[src/rtl/mips_cpu_pkg.sv]
// Shared types for the MIPS CPU load path: load opcodes, load FSM states and
// the byte-lane enable generator.
package mips_cpu_pkg;

  typedef enum logic [2:0] {
    LB        = 3'd0,
    LBU       = 3'd1,
    LH        = 3'd2,
    LHU       = 3'd3,
    LW        = 3'd4,
    LWL       = 3'd5,
    LWR       = 3'd6,
    LOAD_RSVD = 3'd7
  } load_op_t;

  typedef enum logic [1:0] {
    IDLE = 2'd0,
    READ = 2'd1,
    WB   = 2'd2
  } load_state_t;

  // Byte lanes touched on the little-endian bus for a given op and addr[1:0].
  function automatic logic [3:0] load_byteenable(input load_op_t op, input logic [1:0] b);
    logic [3:0] be;
    case (op)
      LB, LBU: be = 4'b0001 << b;
      LH, LHU: be = b[1] ? 4'b1100 : 4'b0011;
      default: be = 4'b1111;
    endcase
    return be;
  endfunction

endpackage

[src/rtl/mips_cpu_load_align.sv]
// Combinational load-data alignment: byte/half extraction with sign or zero
// extension, and the shifted data plus merge controls for LWL/LWR.
module mips_cpu_load_align
  import mips_cpu_pkg::*;
(
  input  load_op_t    op,
  input  logic [1:0]  b,
  input  logic [31:0] d,
  output logic [31:0] data,
  output logic        orwrite,
  output logic [1:0]  shiftdata,
  output logic        loadlorloadr
);

  logic [31:0]        shr;
  logic signed [7:0]  byte_s;
  logic signed [15:0] half_s;

  // The addressed byte/half always lands in the low bits after this shift.
  assign shr    = d >> {b, 3'b000};
  assign byte_s = shr[7:0];
  assign half_s = shr[15:0];

  always_comb begin
    data         = '0;
    orwrite      = 1'b0;
    shiftdata    = 2'd0;
    loadlorloadr = 1'b0;
    case (op)
      LB:  data = {{24{byte_s[7]}}, byte_s};
      LBU: data = {24'd0, byte_s};
      LH:  data = {{16{half_s[15]}}, half_s};
      LHU: data = {16'd0, half_s};
      LW:  data = d;
      LWL: begin
        // ~b equals 3-b for a 2-bit offset.
        data      = d << {~b, 3'b000};
        orwrite   = 1'b1;
        shiftdata = ~b;
      end
      LWR: begin
        data         = shr;
        orwrite      = 1'b1;
        shiftdata    = ~b;
        loadlorloadr = 1'b1;
      end
      default: data = '0;
    endcase
  end

endmodule

[src/rtl/mips_cpu_load_unit.sv]
// Multi-cycle load stage: issues one word-aligned Avalon-MM read per request
// and emits a single-cycle register-file write with LWL/LWR merge controls.
module mips_cpu_load_unit
  import mips_cpu_pkg::*;
(
  input  logic        clk,
  input  logic        reset,
  input  logic        req_valid,
  output logic        req_ready,
  input  logic [2:0]  req_op,
  input  logic [31:0] req_addr,
  input  logic [4:0]  req_dest,
  output logic [31:0] avm_address,
  output logic        avm_read,
  output logic [3:0]  avm_byteenable,
  input  logic        avm_waitrequest,
  input  logic [31:0] avm_readdata,
  output logic        rf_write_enable,
  output logic [4:0]  rf_write_reg,
  output logic [31:0] rf_write_data,
  output logic        rf_orwrite,
  output logic [1:0]  rf_shiftdata,
  output logic        rf_loadlorloadr,
  output logic        load_error,
  output logic        busy
);

  load_state_t state;
  load_op_t    req_op_e;
  load_op_t    op_p0;
  logic [1:0]  b_p0;
  logic [4:0]  dest_p0;
  logic        req_err;

  logic [31:0] al_data;
  logic        al_orwrite;
  logic [1:0]  al_shiftdata;
  logic        al_loadlorloadr;

  assign req_op_e  = load_op_t'(req_op);
  assign req_ready = (state == IDLE);
  assign busy      = (state != IDLE);
  assign avm_read  = (state == READ);

  always_comb begin
    case (req_op_e)
      LH, LHU:   req_err = req_addr[0];
      LW:        req_err = (req_addr[1:0] != 2'b00);
      LOAD_RSVD: req_err = 1'b1;
      default:   req_err = 1'b0;
    endcase
  end

  mips_cpu_load_align u_align (
    .op           (op_p0),
    .b            (b_p0),
    .d            (avm_readdata),
    .data         (al_data),
    .orwrite      (al_orwrite),
    .shiftdata    (al_shiftdata),
    .loadlorloadr (al_loadlorloadr)
  );

  always_ff @(posedge clk) begin
    if (reset) begin
      state           <= IDLE;
      op_p0           <= LB;
      b_p0            <= 2'd0;
      dest_p0         <= 5'd0;
      avm_address     <= '0;
      avm_byteenable  <= '0;
      load_error      <= 1'b0;
      rf_write_enable <= 1'b0;
      rf_write_reg    <= '0;
      rf_write_data   <= '0;
      rf_orwrite      <= 1'b0;
      rf_shiftdata    <= '0;
      rf_loadlorloadr <= 1'b0;
    end else begin
      // rf_* and load_error are pulses; they fall back to zero unless set below.
      load_error      <= 1'b0;
      rf_write_enable <= 1'b0;
      rf_write_reg    <= '0;
      rf_write_data   <= '0;
      rf_orwrite      <= 1'b0;
      rf_shiftdata    <= '0;
      rf_loadlorloadr <= 1'b0;
      case (state)
        // IDLE -> READ: accept and latch the request
        IDLE: begin
          if (req_valid) begin
            if (req_err) begin
              load_error <= 1'b1;
            end else begin
              op_p0          <= req_op_e;
              b_p0           <= req_addr[1:0];
              dest_p0        <= req_dest;
              avm_address    <= {req_addr[31:2], 2'b00};
              avm_byteenable <= load_byteenable(req_op_e, req_addr[1:0]);
              state          <= READ;
            end
          end
        end
        // READ -> WB: capture aligned data straight into the rf registers
        READ: begin
          if (!avm_waitrequest) begin
            rf_write_enable <= (dest_p0 != 5'd0);
            rf_write_reg    <= dest_p0;
            rf_write_data   <= al_data;
            rf_orwrite      <= al_orwrite;
            rf_shiftdata    <= al_shiftdata;
            rf_loadlorloadr <= al_loadlorloadr;
            state           <= WB;
          end
        end
        // WB -> IDLE: write lasts one cycle
        WB:      state <= IDLE;
        default: state <= IDLE;
      endcase
    end
  end

endmodule

[config.mk]
export PLATFORM = sky130hd
export DESIGN_NAME = mips_cpu_load_unit
export DESIGN_NICKNAME = d
export VERILOG_FILES = /design/src/rtl/mips_cpu_pkg.sv /design/src/rtl/mips_cpu_load_align.sv /design/src/rtl/mips_cpu_load_unit.sv
export SDC_FILE = /design/constraint.sdc
export NUM_CORES = 1
export LEC_CHECK = 0
export BUFFER_PORTS_ARGS = -buffer_cell sky130_fd_sc_hd__buf_4
export CAP_MARGIN = 10
export CELL_PAD_IN_SITES_DETAIL_PLACEMENT = 0
export CELL_PAD_IN_SITES_GLOBAL_PLACEMENT = 1
export CORE_MARGIN = 2
export CORE_UTILIZATION = 37
export CTS_BUF_LIST = sky130_fd_sc_hd__clkbuf_8
export CTS_CLUSTER_DIAMETER = 60
export CTS_CLUSTER_SIZE = 14
export DETAILED_ROUTE_END_ITERATION = 10
export GPL_TIMING_DRIVEN = 0
export PLACE_DENSITY_LB_ADDON = 0.25
export SYNTH_ARGS = -nofsm -noshare
export SYNTH_HDL_FRONTEND = slang
export SYNTH_SLANG_ARGS = --single-unit
[constraint.sdc]
create_clock -name clk -period 2.36 [get_ports clk]
set_clock_uncertainty 0.05 [all_clocks]
set_input_delay 0.236 -clock clk [delete_from_list [all_inputs] [get_ports clk]]
set_output_delay 0.236 -clock clk [all_outputs]
set_load 0.005 [all_outputs]
## After elaboration in Yosys (flattened, before gate mapping)

Cells that the tools add are included.

- Bits of input ports: 76
- Word-level logic and storage cells: 62
- Output and inout bits: 82
- Register bits after elaboration: 89

- Equal/unequal tests: 15
- Reduce and logical (&&, ||, !) cells: 14
- Multiplexer cells: 11
- Shifts and indexed selects: 3
- Bitwise gates (word level): 6

Operators with widths:

| operator | count |
|---|---|
| case mux 32 bit (7 select lines) | 1 |
| left shift 32 x 5 -> 32 bit | 1 |
| right shift 32 x 5 -> 32 bit | 1 |
| equality test 3 bit (second input constant) | 5 |
| equality test 3 x 2 -> 1 bit (second input constant) | 4 |
| case mux 4 bit (2 select lines) | 1 |
| equality test 3 x 1 -> 1 bit (second input constant) | 2 |
| zero test 3 bit | 2 |
| 2-to-1 mux 2 bit | 3 |
| != test 2 bit (second input constant) | 3 |
| AND reduction 3 bit | 2 |
| OR reduction 2 bit | 3 |
| OR reduction 3 bit | 2 |
| inverter 1 bit | 5 |
| nonzero test 5 bit | 1 |
| 2-to-1 mux 4 bit | 1 |
| case mux 2 bit (2 select lines) | 1 |
| nonzero test 2 bit | 2 |
| OR reduction 4 bit | 1 |
| left shift 1 x 2 -> 4 bit (first input constant) | 1 |
| 2-to-1 mux 1 bit | 3 |
| case mux 1 bit (3 select lines) | 1 |
| equality test 2 x 1 -> 1 bit (second input constant) | 1 |
| zero test 2 bit | 1 |
| inverter 2 bit | 1 |

## Longest topological paths before layout

- Word-level depth: 6
- Gate-level depth with buffers: 7
- Depth with buffers taken out: 4

## Modules after synthesis

From an unflattened synthesis, not the netlist that was laid out.

- Cells, all modules: 473
- Area total of the unflattened synthesis: 4317.9 sq um

By module, submodules not included:

| module | area each (sq um) | cells each | times used |
|---|---|---|---|
| mips_cpu_load_unit | 3072.9 | 314 | 1 |
| mips_cpu_load_align | 1244.9 | 159 | 1 |

## Worst setup path before layout

OpenSTA, ideal clock, no wires.

- Path type: register to register
- Start: register b_p0[1]
- End: register rf_write_data[18]
- Stages on the path, launching flop included: 7
- Path slack: 0.564 ns
- Period minus slack after synthesis: 1.796 ns
- Data required time: 2.169 ns
- Library setup time: 0.141 ns
- Arrival time: 1.605 ns
- Path buffers: 2
- Path through: dfxtp_1 buf_6 mux4_2 a221o_1 nand2_4 buf_12 a21oi_2

- Cells in the longest elaborated chain, start to end: 3

Ends and longest elaborated chain:

| what | line | RTL |
|---|---|---|
| from (decl) | mips_cpu_load_unit.sv:31 | `logic [1:0] b_p0;` |
| from (signal assigned) | mips_cpu_load_unit.sv:96 | `b_p0 <= req_addr[1:0];` |
| inverter 2 bit | mips_cpu_load_align.sv:37 | `data = d << {~b, 3'b000};` |
| left shift 32 x 5 -> 32 bit | mips_cpu_load_align.sv:37 |  |
| case mux 32 bit (7 select lines) * | mips_cpu_load_align.sv:29 | `case (op)` |
| to (signal assigned) | mips_cpu_load_unit.sv:109 | `rf_write_data <= al_data;` |
| to (decl) | mips_cpu_load_unit.sv:20 | `output logic [31:0] rf_write_data,` |

Every way passes the cells marked *; elsewhere a longest branch is shown, timed or not.
A chain may end at the register's enable or synchronous reset.

## Final worst setup path

- Start: register b_p0[0]
- End: register rf_write_data[20]

The elaborated chain is that of the path after synthesis.

==> results.md <==
* Max stage delay on crit path at 0.88 ns
* Clk slew on worst S/H paths at 0.10 ns
* Final Net Count at 703
* Pwr/cell area at 603 nW/µm²
* CTS Sinks at 89
* Startpoint Class: flip-flop
* Clock latency at the later pin of the worst-skew pair at 0.36 ns
* Detailed placement HPWL at 10.0 mm
* Setup TNS at 0 ns
* Flops & latches, synth at 89
* Max FFs per register at 32
* DR iter-0 viols at 472
* DP Cell Count at 756
* Number of distinct library cells after synthesis at 44
* Die Wd at 110 µm
* Largest register by flop count: rf_write_data
* VDD IR-drop max at 356 µV
* Slew headroom at 34.7%
* P&R area growth vs syn at 36.9%
* CTS hold repair buffers at 0
* Starting Density at 38.4%
* Crit-path max FO at 9
* Detailed Route WL at 14.0 mm
* Worst Hold Class: in -> reg
* Ant diodes at 0
* Worst setup margin at 0.258 ns
* Synthesized cell area at 4200 µm²
* GR Util All Layers at 22.1%
* Initial DRT Pass Iterations at 7
* Final Setup Violations at 0
* Post-CTS setup buffers at 0
* Worst-path cell chain: buf_2, inv_1, nor4_2, a222oi_1, a21oi_2
* Leak Pwr at 2.36 nW
* Final period utilization at 89.1%
* Worst hold start: req_addr[19]
* Synth area leader: dfxtp_1
* Period minus WS final at 2.10 ns
* Via count at 4439
* Worst setup startpoint: b_p0[0]$_SDFFE_PP0P_
* Number of global-route vias before repair at 4364
* GRT overflow at 0
* GPL Wtd Cong at 0.845
* Resized cells post-CTS at 0
* Delay-heaviest family, CP: simple AND/OR/NAND/NOR gates
* Number of CTS-inserted buffers at 9
* Worst-Margin Slew at 0.971 ns
* Non-Filler Instances at 772
* Sequential-to-total area share from yosys stat at 42.5%
* Core Rows at 38
* Worst EP arrival at 2.34 ns
* F_max at 0.476 GHz
* Vias/cell at 5.75
* Final antenna-violating net count at 0
* Antenna violations before repair at 0
* Die ar. at 12200 µm²
* IO Port Bufs at 155
* Synth Instances at 460
* Final hold vios at 0
* WL/cell at 18.1 µm
* Clock Path Buffers at 2
* Share of cells above drive strength 1 at 32.0%
* Yosys warnings at 0
* Top Ports at 158
* CTS tree: yes
* Post-Syn Area per Cell at 9.12 µm²
* Worst setup path class: reg -> reg
* CP Capture Type: flip-flop
* Final Max Tran Viols at 0
* DIE HEIGHT at 110 µm
* Global-route wire length before repair at 22.4 mm
* Core ar. at 10900 µm²
* Top post-synthesis cells by area: dfxtp_1 42%, a21oi_1 8.1%, o31ai_1 7.2%
* RR Startpoint: b_p0[0]$_SDFFE_PP0P_
* Status: complete, no violations
* RSZ-0062 raised after global routing: no
* Biggest regs: rf_write_data x32, avm_address x30
* Drc violations at 0
* Largest net degree at the start of global routing at 16
* Worst slack, placed at 0.340 ns
* Top-area cell type share of the netlist area at 42.5%
* WP data required at 2.59 ns
* Crit path max-delay cell type: nor4_2
* WP buf/inv at 2
* Max-cap violation count at 0
* H-tree lvl count at 3
* Root buffer cell: clkbuf_8
-- worst paths after layout --
check / endpoint / slack (ns) / depth (start not counted)
hold / removal: avm_address[19]$_SDFFE_PP0P_ / 0.07 / 3
hold reg to reg: avm_address[2]$_SDFFE_PP0P_ / 0.42 / 2
setup / recovery: rf_write_data[20]$_SDFF_PP0_ / 0.26 / 5
setup reg to reg: rf_write_data[20]$_SDFF_PP0_ / 0.26 / 5
-- stage by stage --
stage	total power, mW	hold slack, ns	util [%]	cell area (µm²)
6_report	3.46	0.0729	52.5	5740
5_1_grt	3.62	0.0536	52.5	5740
4_1_cts	3.49	0.0602	52.5	5740
3_5_place_dp	2.39	0.410	50.6	5540
3_3_place_gp	2.37	0.406	50.6	5540
2_1_floorplan	2.05	0.326	-	4200
-- cells in the mapped netlist, drive strengths merged --
cell type / number
or4: 1
o2111ai: 1
and2: 7
a22oi: 20
a221o: 1
mux2i: 26
nor2b: 6
and3: 2
nand2b: 4
nand2: 6
nand4b: 1
xnor2: 1
nor3b: 4
xor2: 1
a21oi: 78
inv: 7
a311oi: 2
clkbuf: 34
o311ai: 1
nand3: 3
o2bb2ai: 16
a211oi: 3
mux4: 2
a31oi: 4
nor4: 1
nand4: 39
dfxtp: 89
o21ai: 6
conb: 1
o31ai: 40
and4b: 1
nor2: 18
mux2: 1
o21a: 4
nor3: 1
a222oi: 8
buf: 20
-- where the power goes --
group | leakage [nW] | switching, mW | internal, mW
sequential | 0.724 | 0.0326 | 1.57
clock | 0.107 | 0.580 | 0.523
combinational | 1.53 | 0.425 | 0.336
total | 2.36 | 1.04 | 2.43
-- logic make-up (layout without fill, tap and decap cells) --
group	count (synthesis)	count (layout)	share of synthesized area [%]
AO/OA/AOI/OAI	184	184	29.8
XOR/XNOR	2	2	0.418
buffers and inverters	61	232	6.56
flip-flops	89	89	42.5
multiplexers	29	29	7.55
other	1	2	0.0894
AND/OR/NAND/NOR	94	94	13.1
-- cell type report --
cell class,instances,area [µm²]
inverter,7,26.3
sequential,89,1780
clock buffer,10,138
tap,140,175
clock inverter,6,66.3
multi-input combinational,311,2140
fill,1088,5190
buffer,54,249
timing repair buffer,155,1160
-- per-layer routing --
metal	track usage (%)	vias up	share of wire, %
li1	-	2101	-
met1	28.8	2085	43
met2	34.9	228	46
met3	6.15	25	9.3
met4	8.25	0	1.7
met5	0	-	0
-- cells in the final DEF, fill, tap and decap left out, types with 2 or more instances in the layout --
cell	count
a31oi_1	4
nand2b_1	4
buf_1	4
nand4_1	39
a211oi_1	3
mux4_2	2
clkbuf_1	34
nand3_1	3
nand2_1	5
inv_1	7
clkinv_2	2
o31ai_1	40
nor3b_1	4
buf_4	157
clkbuf_8	10
dfxtp_1	89
o21ai_1	4
o2bb2ai_1	16
conb_1	2
a21oi_1	68
a22oi_1	20
o21ai_0	2
a222oi_1	8
and3_1	2
nor2b_1	6
a311oi_1	2
a21oi_2	10
and2_1	7
nor2_1	18
clkinv_4	2
buf_2	12
mux2i_1	26
o21a_1	4
-- worst reg2reg max path, delay by kind of cell (launching register included) --
family / cells / cell delay, ns
simple gates: 1 / 0.88
compound gates: 2 / 0.45
buf+inv: 2 / 0.35
flops: 1 / 0.31
No activity file was read; power rests on OpenSTA's default activity.
